--- config.mk ---
export PLATFORM = sky130hd
export DESIGN_NAME = seg_scan_ctrl_flat
export DESIGN_NICKNAME = d
export VERILOG_FILES = /design/src/rtl/seg_pkg.sv /design/src/rtl/seg_scan_ctrl_if.sv /design/src/rtl/seg7_hex.sv /design/src/rtl/seg_scan_ctrl.sv /design/src/flat_wrapper.sv
export SDC_FILE = /design/constraint.sdc
export NUM_CORES = 1
export LEC_CHECK = 0
export ABC_AREA = 0
export CORE_ASPECT_RATIO = 1.4
export CORE_MARGIN = 8
export CORE_UTILIZATION = 40
export DETAILED_ROUTE_END_ITERATION = 12
export PLACE_DENSITY = 0.68
export SKIP_LAST_GASP = 1
export SLEW_MARGIN = 20
export SYNTH_ARGS = -nofsm -noshare
export SYNTH_HDL_FRONTEND = slang
export SYNTH_SLANG_ARGS = --single-unit
--- constraint.sdc ---
create_clock -name clk -period 5.4 [get_ports clk]
set_clock_uncertainty 0.15 [all_clocks]
set_input_delay 0.54 -clock clk [delete_from_list [all_inputs] [get_ports clk]]
set_output_delay 0.54 -clock clk [all_outputs]
set_load 0.05 [all_outputs]
--- src/rtl/seg_pkg.sv ---
// rtl/seg_pkg.sv - shared state encoding and seven-segment constants for the scan controller
package seg_pkg;

    localparam logic [0:0] ST_BLANK = 1'b0;
    localparam logic [0:0] ST_SHOW  = 1'b1;

    localparam logic [6:0] SEG_OFF = 7'h7F;

    // Active-low cathode patterns, bit 6 = g ... bit 0 = a
    localparam logic [6:0] HEX_0 = 7'h40;
    localparam logic [6:0] HEX_1 = 7'h79;
    localparam logic [6:0] HEX_2 = 7'h24;
    localparam logic [6:0] HEX_3 = 7'h30;
    localparam logic [6:0] HEX_4 = 7'h19;
    localparam logic [6:0] HEX_5 = 7'h12;
    localparam logic [6:0] HEX_6 = 7'h02;
    localparam logic [6:0] HEX_7 = 7'h78;
    localparam logic [6:0] HEX_8 = 7'h00;
    localparam logic [6:0] HEX_9 = 7'h10;
    localparam logic [6:0] HEX_A = 7'h08;
    localparam logic [6:0] HEX_B = 7'h03;
    localparam logic [6:0] HEX_C = 7'h46;
    localparam logic [6:0] HEX_D = 7'h21;
    localparam logic [6:0] HEX_E = 7'h06;
    localparam logic [6:0] HEX_F = 7'h0E;

endpackage

--- src/rtl/seg_scan_ctrl_if.sv ---
// rtl/seg_scan_ctrl_if.sv - frame input and display output bundle of the scan controller
interface seg_scan_ctrl_if;

    logic [15:0] digits;
    logic [3:0]  digit_mask;
    logic [3:0]  dp_in;
    logic [1:0]  sel;
    logic        en;
    logic [6:0]  seg;
    logic        dp;
    logic        frame_start;

    modport master (
        output digits, digit_mask, dp_in,
        input  sel, en, seg, dp, frame_start
    );

    modport slave (
        input  digits, digit_mask, dp_in,
        output sel, en, seg, dp, frame_start
    );

endinterface

--- src/rtl/seg7_hex.sv ---
// rtl/seg7_hex.sv - combinational hex nibble to active-low seven-segment pattern
module seg7_hex
    import seg_pkg::*;
(
    input  logic [3:0] nibble,
    output logic [6:0] pattern
);

    always_comb begin
        pattern = SEG_OFF;
        case (nibble)
            4'h0: pattern = HEX_0;
            4'h1: pattern = HEX_1;
            4'h2: pattern = HEX_2;
            4'h3: pattern = HEX_3;
            4'h4: pattern = HEX_4;
            4'h5: pattern = HEX_5;
            4'h6: pattern = HEX_6;
            4'h7: pattern = HEX_7;
            4'h8: pattern = HEX_8;
            4'h9: pattern = HEX_9;
            4'hA: pattern = HEX_A;
            4'hB: pattern = HEX_B;
            4'hC: pattern = HEX_C;
            4'hD: pattern = HEX_D;
            4'hE: pattern = HEX_E;
            4'hF: pattern = HEX_F;
            default: pattern = SEG_OFF;
        endcase
    end

endmodule

--- src/rtl/seg_scan_ctrl.sv ---
// rtl/seg_scan_ctrl.sv - 4-digit seven-segment scan controller with frame latch and inter-digit blanking
module seg_scan_ctrl
    import seg_pkg::*;
#(
    parameter int BLANK_CYCLES = 1000,
    parameter int SHOW_CYCLES  = 99000
) (
    input  logic           clk,
    input  logic           reset,
    seg_scan_ctrl_if.slave bus
);

    localparam logic [19:0] BLANK_LAST = 20'(BLANK_CYCLES - 1);
    localparam logic [19:0] SHOW_LAST  = 20'(SHOW_CYCLES - 1);

    logic [0:0]  state;
    logic [0:0]  state_next;
    logic [19:0] cnt;
    logic [19:0] cnt_next;
    logic [1:0]  sel_q;
    logic [1:0]  sel_next;

    logic [15:0] frame_digits;
    logic [3:0]  frame_mask;
    logic [3:0]  frame_dp;
    logic [15:0] digits_eff;
    logic [3:0]  mask_eff;
    logic [3:0]  dp_eff;

    logic        latch_now;
    logic        lit_next;
    logic [3:0]  nibble_next;
    logic [6:0]  hex_pat;

    logic        en_q;
    logic [6:0]  seg_q;
    logic        dp_q;
    logic        frame_start_q;

    assign latch_now = (state == ST_BLANK) && (sel_q == 2'd0) && (cnt == 20'd0);

    // With a one-cycle blank the latch edge is also the SHOW entry edge, so bypass the frame registers
    assign digits_eff = latch_now ? bus.digits     : frame_digits;
    assign mask_eff   = latch_now ? bus.digit_mask : frame_mask;
    assign dp_eff     = latch_now ? bus.dp_in      : frame_dp;

    always_comb begin
        state_next = state;
        cnt_next   = cnt + 20'd1;
        sel_next   = sel_q;
        case (state)
            ST_BLANK: begin
                if (cnt == BLANK_LAST) begin
                    state_next = ST_SHOW;
                    cnt_next   = 20'd0;
                end
            end
            default: begin
                if (cnt == SHOW_LAST) begin
                    state_next = ST_BLANK;
                    cnt_next   = 20'd0;
                    sel_next   = sel_q + 2'd1;
                end
            end
        endcase
    end

    assign nibble_next = digits_eff[{sel_next, 2'b00} +: 4];
    assign lit_next    = (state_next == ST_SHOW) && !mask_eff[sel_next];

    seg7_hex u_hex (
        .nibble  (nibble_next),
        .pattern (hex_pat)
    );

    always_ff @(posedge clk) begin
        if (reset) begin
            state         <= ST_BLANK;
            cnt           <= 20'd0;
            sel_q         <= 2'd0;
            en_q          <= 1'b0;
            seg_q         <= SEG_OFF;
            dp_q          <= 1'b1;
            frame_start_q <= 1'b0;
            frame_digits  <= 16'd0;
            frame_mask    <= 4'd0;
            frame_dp      <= 4'd0;
        end else begin
            state         <= state_next;
            cnt           <= cnt_next;
            sel_q         <= sel_next;
            frame_start_q <= latch_now;
            if (latch_now) begin
                frame_digits <= bus.digits;
                frame_mask   <= bus.digit_mask;
                frame_dp     <= bus.dp_in;
            end
            en_q  <= lit_next;
            seg_q <= lit_next ? hex_pat : SEG_OFF;
            dp_q  <= lit_next ? ~dp_eff[sel_next] : 1'b1;
        end
    end

    assign bus.sel         = sel_q;
    assign bus.en          = en_q;
    assign bus.seg         = seg_q;
    assign bus.dp          = dp_q;
    assign bus.frame_start = frame_start_q;

endmodule

--- src/flat_wrapper.sv ---
// flat-port wrapper written by rule: the top's interface ports become plain ports
module seg_scan_ctrl_flat import seg_pkg::*;
#(
    parameter int BLANK_CYCLES = 1000,
    parameter int SHOW_CYCLES  = 99000
)
  (clk, reset, bus_digits, bus_digit_mask, bus_dp_in, bus_sel, bus_en, bus_seg, bus_dp, bus_frame_start);
  seg_scan_ctrl_if bus_i ();
  input  logic clk;
  input  logic reset;
  input wire logic [$bits(bus_i.digits)-1:0] bus_digits;
  input wire logic [$bits(bus_i.digit_mask)-1:0] bus_digit_mask;
  input wire logic [$bits(bus_i.dp_in)-1:0] bus_dp_in;
  output wire logic [$bits(bus_i.sel)-1:0] bus_sel;
  output wire logic [$bits(bus_i.en)-1:0] bus_en;
  output wire logic [$bits(bus_i.seg)-1:0] bus_seg;
  output wire logic [$bits(bus_i.dp)-1:0] bus_dp;
  output wire logic [$bits(bus_i.frame_start)-1:0] bus_frame_start;
  assign bus_i.digits = bus_digits;
  assign bus_i.digit_mask = bus_digit_mask;
  assign bus_i.dp_in = bus_dp_in;
  assign bus_sel = bus_i.sel;
  assign bus_en = bus_i.en;
  assign bus_seg = bus_i.seg;
  assign bus_dp = bus_i.dp;
  assign bus_frame_start = bus_i.frame_start;
  seg_scan_ctrl #(.BLANK_CYCLES(BLANK_CYCLES), .SHOW_CYCLES(SHOW_CYCLES)) u_core (.clk(clk), .reset(reset), .bus(bus_i));
endmodule
After elaboration in Yosys (flattened, before gate mapping):

Memories as Yosys holds them, arrays and structs flattened. A register that Yosys moved wholly into a read port is not among the register bits.
Cells that the tools add are included.

* register bits: 50
* bits in latches: 0
* bits in writable memories: 0
* ROM bits: 112
* input port bits: 26
* output and inout bits: 12
* word-level logic and storage cells: 41
* memories kept: 1

Memory list
* (no name shown): depth 16, bits a word 7, rd ports 1, clocked after memory_dff 1, write ports 0, line seg7_hex.sv:11 `case (nibble)`

* add/sub/neg operators: 2
* multiply operators: 0
* div/mod/pow operators: 0
* $lt $le $gt $ge: 1
* equal/unequal tests: 2
* shift-type cells: 1
* mux-type cells: 15
* bitwise gates (word level): 3
* reduce and logical (&&, ||, !) cells: 7

Operators by type and width (number)
* two-way mux 20 bit: 3
* adder 20 x 1 -> 20 bit, second input constant: 1
* equality test 20 x 10 -> 1 bit, second input constant: 1
* equality test 20 x 17 -> 1 bit, second input constant: 1
* zero test 20 bit: 1
* two-way mux 16 bit: 1
* indexed part select 16 x 5 -> 4 bit: 1
* two-way mux 4 bit: 2
* two-way mux 1 bit: 5
* binary-select mux 1 bit (select 2 bit): 2
* two-way mux 2 bit: 2
* logical AND 1 bit: 3
* < comparator 2 x 3 -> 1 bit, second input constant: 1
* NOT 1 bit: 3
* adder 2 x 1 -> 2 bit, second input constant: 1
* zero test 2 bit: 1
* OR reduction 2 bit: 1
* zero test 1 bit: 1

Logic depth before layout (Yosys ltp):

Gate-level depths: netlist of the first run.

* depth in word-level cells: 10
* gate-level depth with buffers: 15
* depth with buffers taken out: 13

By module:

From an unflattened synthesis of the first run, not the netlist that was laid out.

* cells, all modules: 328
* area, all modules: 3035.4 um^2

Modules (own cells, without submodules)
* seg_scan_ctrl: instances 1, cells each 293, area each 2765.2 um^2, seq. area each 1141.1 um^2
* seg7_hex: instances 1, cells each 35, area each 270.3 um^2, seq. area each 0.0 um^2

Least setup slack after synthesis of the first run:

OpenSTA, ideal clock, no wires.

* kind: register to register
* start point: reg u_core.sel_q[0] (netlist: u_core.bus.sel[0])
* end point: reg u_core.seg_q[0] (netlist: u_core.bus.seg[0])
* setup time: 127 ps
* data arrival time: 3807 ps
* data required time: 5123 ps
* path slack: 1316 ps
* cell stages (with the launch flop): 14
* buffers on the path: 2
* clock period less this slack: 4084 ps
* cell sequence: dfxtp_1 > clkbuf_1 > clkinv_1 > ha_1 > buf_1 > mux4_2 > nand3_1 > o31ai_1 > o31ai_1 > inv_1 > ha_1 > nand3_1 > a21oi_1 > or3_1

* word-level cells in the longest chain between the ends: 10
* elaborated cells on any way between the ends: 15
* those cells by class: add/sub (1); shift (1); mux (6); bitwise (1); reduce/logical (6)

RTL lines
* start, declared: line seg_scan_ctrl.sv:20 `logic [1:0] sel_q;`
* start signal, assigned: line seg_scan_ctrl.sv:91 `sel_q <= sel_next;`
* branches (longest 10 deep; another with adder 2 x 1 -> 2 bit)
* end, declared: line seg_scan_ctrl.sv:36 `logic [6:0] seg_q;`

Several ways; the timed one is not identified. The select of a mux whose other input is x is not followed.
A chain may end at the register's enable or synchronous reset.

Final worst setup path of the first run:

Same ends and word-level chain as after synthesis.

==> results of run 1 <==
cell type report:
cell class / instances / share of cell area, %
Sequential cell: 57 / 30.66
Multi-Input combinational cell: 277 / 48.47
Timing Repair Buffer: 40 / 10.55
Clock inverter: 7 / 2.521
Clock buffer: 9 / 3.328
Tap cell: 100 / 3.361
Inverter: 11 / 1.109
final timing paths:
kind	startpoint	end	slack, ns	depth (start not counted)
setup reg to reg	u_core.bus.sel[0]	u_core.bus.seg[0]	1.02	11
hold reg to reg	u_core.cnt[0]	u_core.cnt[0]	0.32	1
setup / recovery	u_core.bus.sel[0]	u_core.bus.seg[0]	1.02	11
hold / removal	u_core.cnt[0]	u_core.cnt[0]	0.32	1
flip-flops by register name, indices dropped and copies added, names as in the netlist:
signal	flops
u_core.cnt	20
u_core.frame_digits	16
u_core.bus.seg	7
u_core.frame_dp	4
u_core.frame_mask	4
u_core.bus.sel	2
u_core.bus.dp	1
u_core.bus.en	1
u_core.bus.frame_start	1
u_core.state	1
critical path, stage by stage, from the launching register on:
cell and delay, ns:
dfxtp_1 0.85, clkinv_1 0.45, ha_1 0.58, mux4_2 0.34, nand3_1 0.09, o31ai_1 0.07, o31ai_1 0.73, inv_1 0.17
ha_1 0.28, nand3_1 0.13, a21oi_1 0.08, or3_1 0.34
stage by stage:
stage | worst slack, ns | area, µm²
finish | 1.019 | 3722
global route | 0.5885 | 3722
CTS | 0.9936 | 3722
detailed placement | 0.9937 | 3505
global placement | 1.197 | 3505
floorplan | 1.316 | 3063
cell usage in the layout, fill, tap and decap left out, drive strengths merged, types with 2 or more instances in the layout:
master,count
dfxtp,57
nand2,44
nor2,44
clkdlybuf4s50,37
mux2i,24
a21oi,21
nand3,20
o21ai,14
xor2,13
inv,11
and3,10
mux2,9
ha,9
clkbuf,9
nor3,7
nand4,6
o211ai,6
and4,5
a211oi,5
xnor2,5
or3,4
a31oi,4
and2,3
o31ai,3
buf,3
nor4,3
a2111oi,3
clkinv,3
a311oi,2
mux4,2
clkinvlp,2
bufinv,2
or4,2
layer usage:
layer	track usage [%]	vias up	share of wire, %
met3	4.375	15	4.0
met1	14.16	1249	39
met5	0	-	0
met4	6.479	0	2.5
li1	-	1358	-
met2	26.50	60	55
report_power, final:
| group | switching, mW | leakage (nW) | internal, mW |
|---|---|---|---|
| Sequential | 0.0116 | 0.465 | 0.440 |
| Clock | 0.177 | 0.106 | 0.259 |
| Combinational | 0.0890 | 0.860 | 0.0707 |
| Total | 0.277 | 1.43 | 0.770 |
cells by family (layout without fill, tap and decap cells):
group	count (synthesis)	in the layout
AND/OR/NAND/NOR	152	152
AO/OA/AOI/OAI	63	63
buffers and inverters	28	67
flip-flops	57	57
XOR/XNOR	18	18
adder cells (fa/ha/maj)	9	9
multiplexers	35	35
==> metrics.md, run 1 <==
| Metric | Value |
|---|---|
| Slew margin rel. | `41.22%` |
| Drt drc | `0` |
| Row count | `38` |
| Leading cell type by number of instances after synthesis | `dfxtp_1` |
| # H-tree levels | `3` |
| IO Count | `38` |
| Top cells by area, synth | `dfxtp_1, mux2i_1, nand2_1, nor2_1, xor2_1` |
| Crit path required time | `5.48 ns` |
| XOR/XNOR Fraction of Synth Area | `5.147%` |
| Post-synth EDFFs | `0` |
| Mapped Cells | `362` |
| Placed insts | `485` |
| Final Wtd Congestion | `0.8957` |
| Worst-path clk slew | `0.07 ns` |
| Final hold violations | `0` |
| Fin nets | `431` |
| Mux cell area share after synthesis | `12.62%` |
| Synth Area in Compound Gates | `13.36%` |
| Die height | `119.5 µm` |
| Hold Worst Slack | `0.3227 ns` |
| CP Data Arrival Time | `4.46 ns` |
| Inserted Clock Buffers | `9` |
| Outcome | `complete, no violations` |
| CTS sink cnt | `57` |
| CTS tree | `yes` |
| Slew @ Worst Pin | `0.8742 ns` |
| Area of the multi-input gates | `1804 µm²` |
| Commonest cells post-synth | `dfxtp_1, nand2_1, nor2_1, mux2i_1` |
| Synthesized area per cell | `8.461 µm²` |
| Critical Path Start Type | `register` |
| Critical path fanouts, max | `20` |
| RSZ-0062 raised after global routing | `false` |
| Fill cell count | `738` |
| Kind of critical path | `reg -> reg` |
| Post-synthesis simple-gate area fraction | `24.10%` |
| Slew Limit Fails | `0` |
| Horiz. Die Dim | `89.96 µm` |
| Largest family of logic cells by synthesized area | `simple AND/OR/NAND/NOR gates` |
| Clk buf depth | `2` |
| Peak supply drop | `0.0001775 V` |
| Register area share after synthesis | `37.25%` |
| Global-route wire length before repair | `12550 µm` |
| Max-cap check violation count | `0` |
| Die footprint | `10750 µm²` |
| Synth Register Bits | `57` |
| CP Capture Type | `register` |
| Via count of the first global-routing pass | `2670` |
| Buffer count from post-CTS setup fixing | `0` |
| Synth area leader | `dfxtp_1` |
| Ys Warns | `0` |
| Post-DR vias/cell | `5.353` |
| Grt ovf | `0` |
| Drt pass-1 iters | `4` |
| Post-synthesis adder-cell area fraction | `3.676%` |
| Initial antenna violation count | `0` |
| Syn_nets | `397` |
| P&R area growth vs syn | `21.53%` |
| Netlist Area Pre-Place | `3063 µm²` |
| FFs w/ async S/R, synth | `0%` |
| Final antenna diode count | `0` |
| GRT Overall Usage | `14.25%` |
| Static Leakage | `1.430 nW` |
| Largest net degree at the start of global routing | `30` |
| Finished Layout Cells | `501` |
| Pwr Total | `1.047 mW` |
| DP HPWL | `5686 µm` |
| Post-CTS Hold Fix Bufs | `0` |
| Reg area | `1141 µm²` |
| WL final | `7388 µm` |
| Crit share post-route | `81.13%` |
| Resize count post-CTS | `0` |
| P per Cell Area | `281.3 nW/µm²` |
| ANT nets after route | `0` |
| Core area | `7607 µm²` |
| Clk_lat worst skew | `0.34 ns` |
| Share of cells above drive strength 1 | `8.978%` |
| 1st-iter DRT viols | `143` |
| WL/cell | `14.75 µm` |
| Post-synth top area share | `37.25%` |
| Root Buffer | `clkbuf_8` |
| Total negative slack | `0 ns` |
| Setup violators final | `0` |
| Max Clk Rate | `228.3 MHz` |
| Via count | `2682` |
| Final design utilization | `48.93%` |
| Initial core utilization | `40.26%` |
| Period minus WS final | `4.381 ns` |
| Distinct cells, synth | `48` |
| Worst min path class | `reg -> reg` |
| Port Buffers | `37` |
| Main synth FF type | `dfxtp_1` |
Power figures use the tool's default switching activity.
==> inputs of run 2 (changes only) <==
Clock period 5.4 ns to 4.55 ns, I/O delays scaled along.
==> run 2 against run 1 <==
  * Critical path type unchanged
  * Sequential power increased by 18%
  * Core utilization increased by 0.79 points
  * Highest routed layer unchanged
  * Total power increased by 29%
==> metrics.md, run 2 (synthesis gave the netlist of run 1 again) <==
| Metric | Value |
|---|---|
| Outcome | `complete, no violations` |
| WL/cell | `15.12 µm (+2.5%)` |
| Kind of critical path | `reg -> reg` |
| Slew Limit Fails | `0 (unchanged)` |
| Area of the multi-input gates | `1804 µm² (unchanged)` |
| Grt ovf | `0 (unchanged)` |
| CP delay by family, top | `compound AO/OA/AOI/OAI gates` |
| Final WS setup | `0.6510 ns (-0.3682 ns)` |
| Global Route met3 Usage | `4.813% (+0.44 points)` |
| Clk_lat worst skew | `0.34 ns (about the same)` |
| Number of flip-flops in the largest register | `20 (unchanged)` |
| GRT Overall Usage | `14.61% (+0.36 points)` |
| Setup WS pre-CTS | `0.6989 ns (-0.2948 ns)` |
| Drt pass-1 iters | `4 (unchanged)` |
| Crit path from | `u_core.bus.sel[1]` |
| Hold Crit Depth | `2 (+1)` |
| Clk buf depth | `2 (unchanged)` |
| Root Buffer | `clkbuf_8` |
| Post-DR vias/cell | `5.441 (+1.6%)` |
| CP Depth | `11 (unchanged)` |
| Worst r2r src | `u_core.bus.sel[1]` |
| Worst reg2reg path depth | `11 (unchanged)` |
| Fill cell count | `739 (+0.14%)` |
| Initial antenna violation count | `0 (unchanged)` |
| Most common cell after layout, fill and taps aside | `dfxtp_1` |
| WP buf/inv | `2 (unchanged)` |
| CP Data Arrival Time | `3.97 ns (-0.49 ns)` |
| Max-cap check violation count | `0 (unchanged)` |
| Via count of the first global-routing pass | `2718 (+1.8%)` |
| CTS tree | `yes` |
| Die height | `119.5 µm (unchanged)` |
| Worst-path cell with the longest stage delay | `o31ai_1` |
| WL final | `7603 µm (+2.9%)` |
| P&R area growth vs syn | `23.49%` |
| 1st-iter DRT viols | `132 (-7.7%)` |
| Via count | `2737 (+2.1%)` |
| Resize count post-CTS | `0 (unchanged)` |
| IO Count | `38 (unchanged)` |
| Fin nets | `433 (+0.46%)` |
| Hold Worst Slack | `0.3203 ns (-0.002370 ns)` |
| Row count | `38 (unchanged)` |
| Crit path required time | `4.62 ns (-0.86 ns)` |
| P per Cell Area | `355.8 nW/µm² (+26%)` |
| Core area | `7607 µm² (unchanged)` |
| Period minus WS final | `3.899 ns (-0.4818 ns)` |
| Final antenna diode count | `0 (unchanged)` |
| Slew margin rel. | `32.58% (-8.6 points)` |
| Global-route wire length before repair | `12920 µm (+2.9%)` |
| DP HPWL | `5695 µm (+0.16%)` |
| Most frequent cells in the layout | `dfxtp_1, nand2_1, nor2_1` |
| Worst min path class | `reg -> reg` |
| Setup violators final | `0 (unchanged)` |
| Final Wtd Congestion | `0.8997 (+0.45%)` |
| Max Clk Rate | `256.5 MHz (+12%)` |
| Worst-path clk slew | `0.07 ns (about the same)` |
| Non-Filler Cell Area, Final | `3782 µm² (+1.6%)` |
| Met2 GRT Util | `26.55% (+0.046 points)` |
| Post-CTS Hold Fix Bufs | `0 (unchanged)` |
| RSZ-0062 raised after global routing | `false` |
| Global-route layer with the greatest usage | `met2` |
| ANT nets after route | `0 (unchanged)` |
| Peak supply drop | `0.0001686 V (-5.0%)` |
| # H-tree levels | `3 (unchanged)` |
| Critical Path Start Type | `register` |
| Critical-path cell list | `inv_1 > ha_1 > mux4_2 > nand3_1 > o31ai_1 > o31ai_1 > inv_1 > ha_1 > nand3_1 > a21oi_1 > or3_1` |
| Slew @ Worst Pin | `1.003 ns (+0.1286 ns)` |
| CP Capture Type | `register` |
| Reg area | `1141 µm² (unchanged)` |
| Area after DPL | `3520 µm² (+0.43%)` |
| Die footprint | `10750 µm² (unchanged)` |
| CTS sink cnt | `57 (unchanged)` |
| Crit share post-route | `85.69% (+4.6 points)` |
| Final hold violations | `0 (unchanged)` |
| Buffer count from post-CTS setup fixing | `0 (unchanged)` |
| Largest net degree at the start of global routing | `30 (unchanged)` |
| Static Leakage | `1.464 nW (+2.3%)` |
| Port Buffers | `37 (unchanged)` |
| Final design utilization | `49.72% (+0.79 points)` |
| Largest reg by FF count | `u_core.cnt` |
| Horiz. Die Dim | `89.96 µm (unchanged)` |
| Share of cells above drive strength 1 | `9.429% (+0.45 points)` |
| Inserted Clock Buffers | `9 (unchanged)` |
| Drt drc | `0 (unchanged)` |
| Total negative slack | `0 ns (unchanged)` |
| GR Util met1 | `14.97% (+0.81 points)` |
| Hold Crit Start | `u_core.frame_digits[11]` |
| Initial core utilization | `40.26% (unchanged)` |
| Slowest stage delay, CP | `0.82 ns (-0.03 ns)` |
| Critical path fanouts, max | `10 (-50%)` |
## run 2: layout make-up
| class | count | area share (%) |
|---|---|---|
| Clock buffer | 12 | 4.367 |
| Clock inverter | 4 | 2.580 |
| Inverter | 11 | 1.092 |
| Multi-Input combinational cell | 277 | 47.70 |
| Sequential cell | 57 | 30.17 |
| Tap cell | 100 | 3.308 |
| Timing Repair Buffer | 42 | 10.78 |
## run 2: worst min-delay path, cell delays in order, from the launching register on
cell     delay [ns]
dfxtp_1        0.32
nand2_1        0.06
a21oi_1        0.05
## run 2: where the power goes
part           leakage, nW  internal, mW  switching [mW]  total, mW
Sequential           0.465         0.522          0.0125      0.534
Combinational        0.870        0.0854           0.108      0.194
Clock                0.129         0.409           0.209      0.618
## run 2: stage by stage
stage / std cells / power (mW)
after floorplan: 362 / 0.6760
final: 503 / 1.346
after global routing: 503 / 1.404
after global placement: 487 / 0.7332
after CTS: 503 / 1.356
after detailed placement: 487 / 0.7381
## run 2: worst paths after layout
kind / end / slack (ns)
setup / recovery: u_core.bus.seg[0] / 0.65
hold reg to reg: u_core.frame_digits[11] / 0.32
setup reg to reg: u_core.bus.seg[0] / 0.65
hold / removal: u_core.frame_digits[11] / 0.32
## run 2: routing by layer
layer / wire [µm] / part of all wire [%] / up-vias
met5: 0 / 0 / -
met4: 156 / 2.1 / 0
met3: 315 / 4.1 / 16
met2: 4133 / 54 / 58
met1: 2998 / 39 / 1305
li1: - / - / 1358
==> inputs of run 3 (changes only) <==
Settings changed: RECOVER_POWER set to 100.
==> run 3 against run 2 <==
  * Die area unchanged
  * Cell area decreased by 0.53%
  * Non-clock buffer count did not move
  * Core utilization is 0.26 points lower
  * Count of clock-buffer cells in the layout unchanged
  * Sequential share of layout area rose by 0.16 points
  * Critical path depth rose by 1
  * Cell count stayed put
  * Critical path type unchanged
==> metrics.md, run 3 (synthesis gave the netlist of run 1 again) <==
| Metric | Value |
|---|---|
| Global-route wire length before repair | `12920 µm (unchanged)` |
| Buffer count from post-CTS setup fixing | `0 (unchanged)` |
| IO Count | `38 (unchanged)` |
| Post-DR vias/cell | `5.443 (about the same)` |
| Max Clk Rate | `246.8 MHz (-3.8%)` |
| CP Capture Type | `register` |
| Clk buf depth | `2 (unchanged)` |
| Slew margin rel. | `31.37% (-1.2 points)` |
| Largest reg by FF count | `u_core.cnt` |
| GRT Overall Usage | `14.61% (unchanged)` |
| Share of cells above drive strength 1 | `8.189% (-1.2 points)` |
| CP Data Arrival Time | `4.12 ns (+0.15 ns)` |
| ANT nets after route | `0 (unchanged)` |
| Clk_lat worst skew | `0.34 ns (about the same)` |
| Worst reg2reg path depth | `12 (+1)` |
| Total negative slack | `0 ns (unchanged)` |
| Final design utilization | `49.46% (-0.26 points)` |
| Die height | `119.5 µm (unchanged)` |
| Row count | `38 (unchanged)` |
| Setup violators final | `0 (unchanged)` |
| Final hold violations | `0 (unchanged)` |
| Initial core utilization | `40.26% (unchanged)` |
| Worst-path clk slew | `0.07 ns (about the same)` |
| Via count | `2738 (+0.037%)` |
| CTS tree | `yes` |
| Largest net degree at the start of global routing | `30 (unchanged)` |
| WL final | `7594 µm (-0.12%)` |
| P&R area growth vs syn | `22.84%` |
| RSZ-0062 raised after global routing | `false` |
| Grt ovf | `0 (unchanged)` |
| Kind of critical path | `reg -> reg` |
| WL/cell | `15.10 µm (-0.12%)` |
| Static Leakage | `1.438 nW (-1.7%)` |
| Die footprint | `10750 µm² (unchanged)` |
| Port Buffers | `37 (unchanged)` |
| Hold Crit Depth | `2 (unchanged)` |
| Critical Path Start Type | `register` |
| Outcome | `complete, no violations` |
| Crit path required time | `4.62 ns (about the same)` |
| Placed insts | `487 (unchanged)` |
| Most frequent cells in the layout | `dfxtp_1, nor2_1, nand2_1` |
| Fin nets | `433 (unchanged)` |
| Drt pass-1 iters | `5 (+1)` |
| # H-tree levels | `3 (unchanged)` |
| Final antenna diode count | `0 (unchanged)` |
| Finished Layout Cells | `503 (unchanged)` |
| Slew Limit Fails | `0 (unchanged)` |
| Inserted Clock Buffers | `9 (unchanged)` |
| Via count of the first global-routing pass | `2718 (unchanged)` |
| Post-CTS Hold Fix Bufs | `0 (unchanged)` |
| P per Cell Area | `357.2 nW/µm² (+0.40%)` |
| Setup WS pre-CTS | `0.6989 ns (unchanged)` |
| Hold Worst Slack | `0.3209 ns (+0.0005840 ns)` |
| Initial antenna violation count | `0 (unchanged)` |
| Crit share post-route | `89.05% (+3.4 points)` |
| Worst min path class | `reg -> reg` |
| Critical path fanouts, max | `19 (+9)` |
| DP HPWL | `5695 µm (unchanged)` |
| Root Buffer | `clkbuf_8` |
| Drt drc | `0 (unchanged)` |
| Number of flip-flops in the largest register | `20 (unchanged)` |
| Slew @ Worst Pin | `1.029 ns (+0.02666 ns)` |
| Core area | `7607 µm² (unchanged)` |
| Most common cell after layout, fill and taps aside | `dfxtp_1` |
| Peak supply drop | `0.0001688 V (+0.14%)` |
| Final WS setup | `0.4981 ns (-0.1530 ns)` |
| 1st-iter DRT viols | `179 (+36%)` |
| Horiz. Die Dim | `89.96 µm (unchanged)` |
| Max-cap check violation count | `0 (unchanged)` |
| Period minus WS final | `4.052 ns (+0.1530 ns)` |
| CTS sink cnt | `57 (unchanged)` |
| Final Wtd Congestion | `0.8997 (unchanged)` |
| Resize count post-CTS | `0 (unchanged)` |
-- run 3: changes by cell type in the layout (fill, tap and decap cells not counted), moves of 3 or more --
cell	change
clkdlybuf4s50_1	-12
dlygate4sd3_1	+12
buf_4	-3
clkbuf_1	+3
-- run 3: worst max-delay path, cell delays in order (launching register included) --
cell and delay (ns):
dfxtp_1 0.66, inv_1 0.10, ha_1 0.21, nor4bb_1 0.14
nand4_1 0.14, nor2_1 0.09, clkbuf_1 0.44, o31ai_1 0.99
inv_1 0.16, ha_1 0.29, nand3_1 0.14, a21oi_1 0.08
or3_1 0.34
-- run 3: per-stage QoR --
stage | cell area, µm² | total power [mW]
final | 3762 | 1.344
after CTS | 3782 | 1.356
after global routing | 3762 | 1.401
after floorplan | 3063 | 0.6760
after global placement | 3520 | 0.7332
after detailed placement | 3520 | 0.7381
-- run 3: power by group --
part / switching (mW) / leakage, nW / internal (mW)
Combinational: 0.108 / 0.845 / 0.0827
Clock: 0.210 / 0.129 / 0.409
Sequential: 0.0125 / 0.465 / 0.522
-- run 3: layer usage --
metal | up-vias | GRT usage, % | routed length, µm
met2 | 61 | 26.55 | 4129
li1 | 1357 | - | -
met4 | 0 | 6.270 | 151
met1 | 1304 | 14.97 | 2992
met3 | 16 | 4.813 | 321
met5 | - | 0 | 0
-- run 3: final timing paths --
check	slack (ns)	endpoint	from
worst max-delay path	0.50	u_core.bus.seg[0]	u_core.bus.sel[1]
worst min-delay path	0.32	u_core.frame_digits[11]	u_core.frame_digits[11]
worst max register to register	0.50	u_core.bus.seg[0]	u_core.bus.sel[1]
worst min register to register	0.32	u_core.frame_digits[11]	u_core.frame_digits[11]
-- run 3: area by class of cell --
class                      instances  area, µm²
multi-input combinational        277       1795
clock buffer                      12      165.2
inverter                          11      41.29
fill                             745       3845
tap                              100      125.1
sequential                        57       1141
timing repair buffer              42      396.6
clock inverter                     4      97.59
